[config.mk]
export PLATFORM = sky130hd
export DESIGN_NAME = pipe_reg_vr
export DESIGN_NICKNAME = d
export VERILOG_FILES = /design/src/rtl/pipe_reg_pkg.sv /design/src/rtl/pipe_stage.sv /design/src/rtl/pipe_reg_vr.sv
export SDC_FILE = /design/constraint.sdc
export NUM_CORES = 1
export LEC_CHECK = 0
export ABC_AREA = 0
export BUFFER_PORTS_ARGS = -buffer_cell sky130_fd_sc_hd__buf_2
export CAP_MARGIN = 30
export CORE_ASPECT_RATIO = 0.6
export CORE_UTILIZATION = 53
export DETAILED_ROUTE_END_ITERATION = 8
export GPL_TIMING_DRIVEN = 1
export PLACE_DENSITY = 0.74
export SYNTH_ARGS = -nofsm -noshare
export SYNTH_HDL_FRONTEND = slang
export SYNTH_SLANG_ARGS = --single-unit
[constraint.sdc]
create_clock -name clk -period 1.86 [get_ports clk]
set_input_delay 0.279 -clock clk [delete_from_list [all_inputs] [get_ports clk]]
set_output_delay 0.279 -clock clk [all_outputs]
set_load 0.01 [all_outputs]
[src/rtl/pipe_reg_pkg.sv]
// Shared defaults and helpers for the pipe_reg_vr valid/ready register pipeline.
package pipe_reg_pkg;

    localparam int unsigned DEF_WIDTH = 8;
    localparam int unsigned DEF_DEPTH = 4;

    // Bits needed to hold values 0..n-1; used to size the occupancy counter.
    function automatic int unsigned clog2(input int unsigned n);
        int unsigned r;
        r = 0;
        while ((32'd1 << r) < n) begin
            r++;
        end
        return r;
    endfunction

endpackage

[src/rtl/pipe_stage.sv]
// One valid/data slot of the pipeline; loads from upstream whenever it is empty or
// downstream can take its current word.
module pipe_stage
    import pipe_reg_pkg::*;
#(
    parameter int unsigned      WIDTH   = DEF_WIDTH,
    parameter logic [WIDTH-1:0] RST_VAL = {WIDTH{1'b0}}
) (
    input  logic             clk,
    input  logic             rst,
    input  logic             en,
    input  logic             flush,
    input  logic             up_valid,
    input  logic [WIDTH-1:0] up_data,
    input  logic             dn_ready,
    output logic             valid,
    output logic [WIDTH-1:0] data,
    output logic             rdy
);

    logic             valid_q;
    logic [WIDTH-1:0] data_q;

    assign rdy   = ~valid_q | dn_ready;
    assign valid = valid_q;
    assign data  = data_q;

    // Flush wins over en so a held pipe can still be cleared.
    always_ff @(posedge clk or posedge rst) begin
        if (rst) begin
            valid_q <= 1'b0;
            data_q  <= RST_VAL;
        end else if (flush) begin
            valid_q <= 1'b0;
            data_q  <= RST_VAL;
        end else if (en && rdy) begin
            valid_q <= up_valid;
            if (up_valid) begin
                data_q <= up_data;
            end
        end
    end

endmodule

[src/rtl/pipe_reg_vr.sv]
// WIDTH-bit, DEPTH-stage stallable register pipeline with bubble collapsing.
// Define PIPE_REG_VR_OCC_EN to add the registered occupancy output.
module pipe_reg_vr
    import pipe_reg_pkg::*;
#(
    parameter int unsigned      WIDTH   = DEF_WIDTH,
    parameter int unsigned      DEPTH   = DEF_DEPTH,
    parameter logic [WIDTH-1:0] RST_VAL = {WIDTH{1'b0}}
) (
    input  logic             clk,
    input  logic             rst,
    input  logic             en,
    input  logic             flush,
    input  logic             in_valid,
    output logic             in_ready,
    input  logic [WIDTH-1:0] in_data,
    output logic             out_valid,
    input  logic             out_ready,
    output logic [WIDTH-1:0] out_data
`ifdef PIPE_REG_VR_OCC_EN
    ,
    output logic [clog2(DEPTH+1)-1:0] occupancy
`endif
);

    logic [DEPTH-1:0] v;
    logic [DEPTH-1:0] rdy;
    logic [DEPTH-1:0] up_v;
    logic [DEPTH-1:0] dn_r;
    logic [WIDTH-1:0] d    [DEPTH];
    logic [WIDTH-1:0] up_d [DEPTH];

    // Stage i's ready depends on stage i+1, forming the output-to-input ready chain.
    for (genvar i = 0; i < DEPTH; i++) begin : g_stage
        if (i == 0) begin : g_head
            assign up_v[i] = in_valid;
            assign up_d[i] = in_data;
        end else begin : g_body
            assign up_v[i] = v[i-1];
            assign up_d[i] = d[i-1];
        end
        if (i == DEPTH - 1) begin : g_tail
            assign dn_r[i] = out_ready;
        end else begin : g_mid
            assign dn_r[i] = rdy[i+1];
        end

        pipe_stage #(
            .WIDTH   (WIDTH),
            .RST_VAL (RST_VAL)
        ) u_stage (
            .clk      (clk),
            .rst      (rst),
            .en       (en),
            .flush    (flush),
            .up_valid (up_v[i]),
            .up_data  (up_d[i]),
            .dn_ready (dn_r[i]),
            .valid    (v[i]),
            .data     (d[i]),
            .rdy      (rdy[i])
        );
    end

    assign in_ready  = en & ~flush & ~rst & rdy[0];
    assign out_valid = en & v[DEPTH-1];
    assign out_data  = d[DEPTH-1];

`ifdef PIPE_REG_VR_OCC_EN
    localparam int unsigned OccW = clog2(DEPTH + 1);

    logic [OccW-1:0] occ_q;
    logic [OccW-1:0] occ_d;
    logic            in_xfer;
    logic            out_xfer;

    assign in_xfer   = in_valid & in_ready;
    assign out_xfer  = out_valid & out_ready;
    assign occupancy = occ_q;

    always_comb begin
        occ_d = occ_q;
        if (in_xfer && !out_xfer) begin
            occ_d = occ_q + OccW'(1);
        end else if (out_xfer && !in_xfer) begin
            occ_d = occ_q - OccW'(1);
        end
    end

    always_ff @(posedge clk or posedge rst) begin
        if (rst) begin
            occ_q <= '0;
        end else if (flush) begin
            occ_q <= '0;
        end else if (en) begin
            occ_q <= occ_d;
        end
    end
`endif

endmodule
==> results.md <==
- The flow ran to the end, and the final reports show no timing, DRC or antenna violations.
- The number of standard-cell rows in the floorplan is 15.
- The post-synthesis average cell area is 11.33 µm².
- After detailed routing, the number of remaining DRC violations is 0.
- The post-synth design cell area is 1744 µm².
- Summed over all layers, the routed wires come to 3250 µm.
- The largest individual stage delay along the critical path comes from the cell dfrtp_1.
- The final total negative setup slack is 0 ns.
- Across the VDD grid, the largest voltage drop is 457.6 µV.
- For this design the top-level I/O count stands at 24.
- The die covers 3532 µm².
- Counting flops and latches in the post-synthesis netlist gives 36.
- The initial antenna violation count is 0.
- The total inserted antenna cells is 0.
- The global placer's final weighted congestion is approximately 0.73.
- For the pin with the worst max-slew slack, the measured transition is 0.4805 ns.
- The cell chosen for the clock root is clkbuf_8.
- The non-filler instance count after layout is 211.
- The critical path's largest stage delay is about 0.44 ns.
- The highest fanout seen on the critical path is 6.
- The per-cell routed wire length is 15.40 µm.
- Together, buffers and inverters on the worst path number 1.
- The core utilization of the finished layout is between 60% and 70%.
- The overall global routing resource usage is 20.40%.
- Once placement completed, the tool counted placed cells totaling ~200.
- The Yosys step of the flow raised 0 warnings.
- The number of nets in the final layout is 183.
- The kind of critical path is reg2out.
- Counting every net in the synthesized netlist gives between 150 and 200.
- The worst-case hold slack is about 0.12 ns.
- The library cells used most frequently in the layout, excluding fill and tap cells, are dfrtp_1 (36), buf_2 (23), nand2_1 (17).
- The remaining antenna violation count after routing is 0.
- The final critical path takes up 95.41% of the cycle.
- Summed over all layers, the global routing overflow is 0.
- The fraction of the yosys area taken by sequential cells is around 52%.
- The die extent in y is between 40 and 50 µm.
- Measured along the x axis, the die boundary spans ~76 µm.
- The number of levels the H-tree was split into is 2.
- TritonCTS built the clock tree.
- The area added between synthesis and finish is 9.971%.
- The share of post-route cells with drive strength above 1 is 26.04%.
- STA classifies the critical path endpoint as an output pin.
- Among cell families on the critical path, the largest total delay comes from flip-flops.
- Summed over all cells, the static leakage comes to about 0.94 nW.
- The path class of the tightest hold or removal check is in2async.
- The iteration count of the initial detailed-routing pass is 4.
- For this run, the leading register cell type out of synthesis is dfrtp_1.
- The post-detailed-placement half-perimeter wirelength is 2241 µm.
- Measured against its own limit, the worst slew margin works out to 67.14%.
- At the later pin of the worst-skew pair, clock insertion delay measures 0.28 ns.
- The count of buffers from port buffering is 23.
- In this run, distinct cell masters in the synthesized netlist total 32.
- The layout has about 250 filler cells.
- Setup repair after global routing left no endpoint under its margin.
- The type of element launching the critical path is a flop.
- The count of hold-fix buffers inserted at cts is 0.
- The global-route wire length before repair is between 5000 and 6000 µm.
- The commonest non-fill, non-tap cell in the layout is dfrtp_1.
- Overall power consumption after layout is estimated at between 0.0015 and 0.002 W.
- The number of max-cap violations is 0.
- The number of failing hold endpoints at the final stage is 0.
- The count of final max-slew check failures is 0.
- Of all flip-flops after synthesis, the portion carrying an async set or reset was between 90% and 100%.
- Setup violations remaining at the end of the flow were counted as 0.
- In this run, synthesis inferred 0 flip-flops with an integrated enable.
- The clock-pin slew reported for the worst setup and hold paths after clock tree synthesis is 0.07 ns.
- No sink is reached through more buffers than the 2 on the longest clock path.
- The via count of the first global-routing pass is approximately 1.1k.
- The overall via count from detail_route is roughly 1.2k.
- The arrival time of data at the critical path endpoint is 1.50 ns.
- The core footprint is 3003 µm².
- The maximum clock skew at final layout is 0.003541 ns.
- The maximum operating frequency is 563.5 MHz.
- The critical path required time is 1.58 ns.
- Once the floorplan was initialized, standard cells occupied between 50% and 60% of the core.
- The number of DRC markers in iteration 0 is 73.
- Synthesis produced a netlist whose cell count is 154.
- The pin count of the biggest net entering global routing is 37.
- The final critical-path required period is 1.775 ns.
- The number of clock buffers added by TritonCTS is 5.
- The total power per unit cell area is 783.1 nW/µm².
- Walking the worst path, the cells encountered are and4b_4, a2111oi_2, buf_2.
- Using the TritonRoute via totals, the vias-per-cell ratio works out to 5.905.
- Counting every sink on the clock net gives 36.
-- state kept, by name (all words and copies together) (netlist names) --
| name | count |
|---|---|
| g_stage.u_stage.valid | 4 |
| g_stage.u_stage.data | 32 |
-- synthesized netlist by cell type, types with 2 or more instances --
cell,instances,area [µm²]
a311o_1,7,70.07
buf_2,5,25.02
inv_1,11,41.29
mux2i_1,7,70.07
and3_1,3,18.77
nand2_1,17,63.81
and4_1,6,52.55
a2111oi_0,8,70.07
buf_4,9,67.56
a31oi_1,2,12.51
a22o_1,16,140.1
nor2_1,2,7.510
a31o_2,2,17.52
clkbuf_1,4,15.01
dfrtp_1,36,900.9
nor2b_1,3,18.77
-- cell families (layout without fill, tap and decap cells) --
logic type	count (synthesis)	after routing	share of synthesized area [%]
simple gates	38	38	13.13
compound gates	40	40	20.23
buf+inv	32	47	10.33
mux	8	8	4.663
flops	36	36	51.65
-- where the power goes --
part	internal [W]	switching (W)	total, W
combinational	0.0000384	0.0000696	0.000108
clock	0.000330	0.000261	0.000591
sequential	0.000794	0.00000910	0.000803
total	0.00116	0.000340	0.00150
-- tightest hold or removal path, cell delays in order --
cell and delay (ns):
buf_2 0.11, inv_1 0.05, buf_4 0.39
-- final cells by class --
| cell class | instances | area, µm² | share of cell area (%) |
|---|---|---|---|
| Clock buffer | 7 | 96.34 | 5.023 |
| Inverter | 11 | 41.29 | 2.153 |
| Multi-Input combinational cell | 86 | 666.9 | 34.77 |
| Sequential cell | 36 | 900.9 | 46.97 |
| Tap cell | 42 | 52.55 | 2.740 |
| Timing Repair Buffer | 29 | 160.2 | 8.350 |
-- worst paths after layout --
path                                            start                    endpoint  slack, ns  depth (start not counted)
max                          g_stage[2].u_stage.valid                    in_ready       0.09                          3
min                                               rst    g_stage[3].u_stage.valid       0.12                          3
min reg2reg                g_stage[1].u_stage.data[7]  g_stage[2].u_stage.data[7]       0.49                          1
max in group asynchronous                         rst  g_stage[3].u_stage.data[1]       1.43                          3
min in group clk                            out_ready    g_stage[3].u_stage.valid       0.35                          4
max reg2reg                  g_stage[2].u_stage.valid  g_stage[0].u_stage.data[2]       0.22                          4
-- metal layers --
metal / vias up / track usage, % / wire (µm)
li1: 590 / - / -
met1: 636 / 28.54 / 1581
met2: 18 / 32.00 / 1552
met3: 2 / 5.347 / 103
met4: 0 / 5.769 / 13
met5: - / 0 / 0
-- metrics by stage --
stage                     cell area, µm²  worst slack (ns)
after detailed placement            1810           0.01870
after global placement              1810            0.1038
after global routing                1918           0.01385
final                               1918           0.08530
after floorplan                     1744            0.2686
after CTS                           1918           0.07065
-- what timing repair did --
item,4_1_cts,5_1_grt
resized for setup,2,0
buffers inserted,1,0
endpoints found under the setup margin,2,0
No activity file was read; power rests on OpenSTA's default activity.
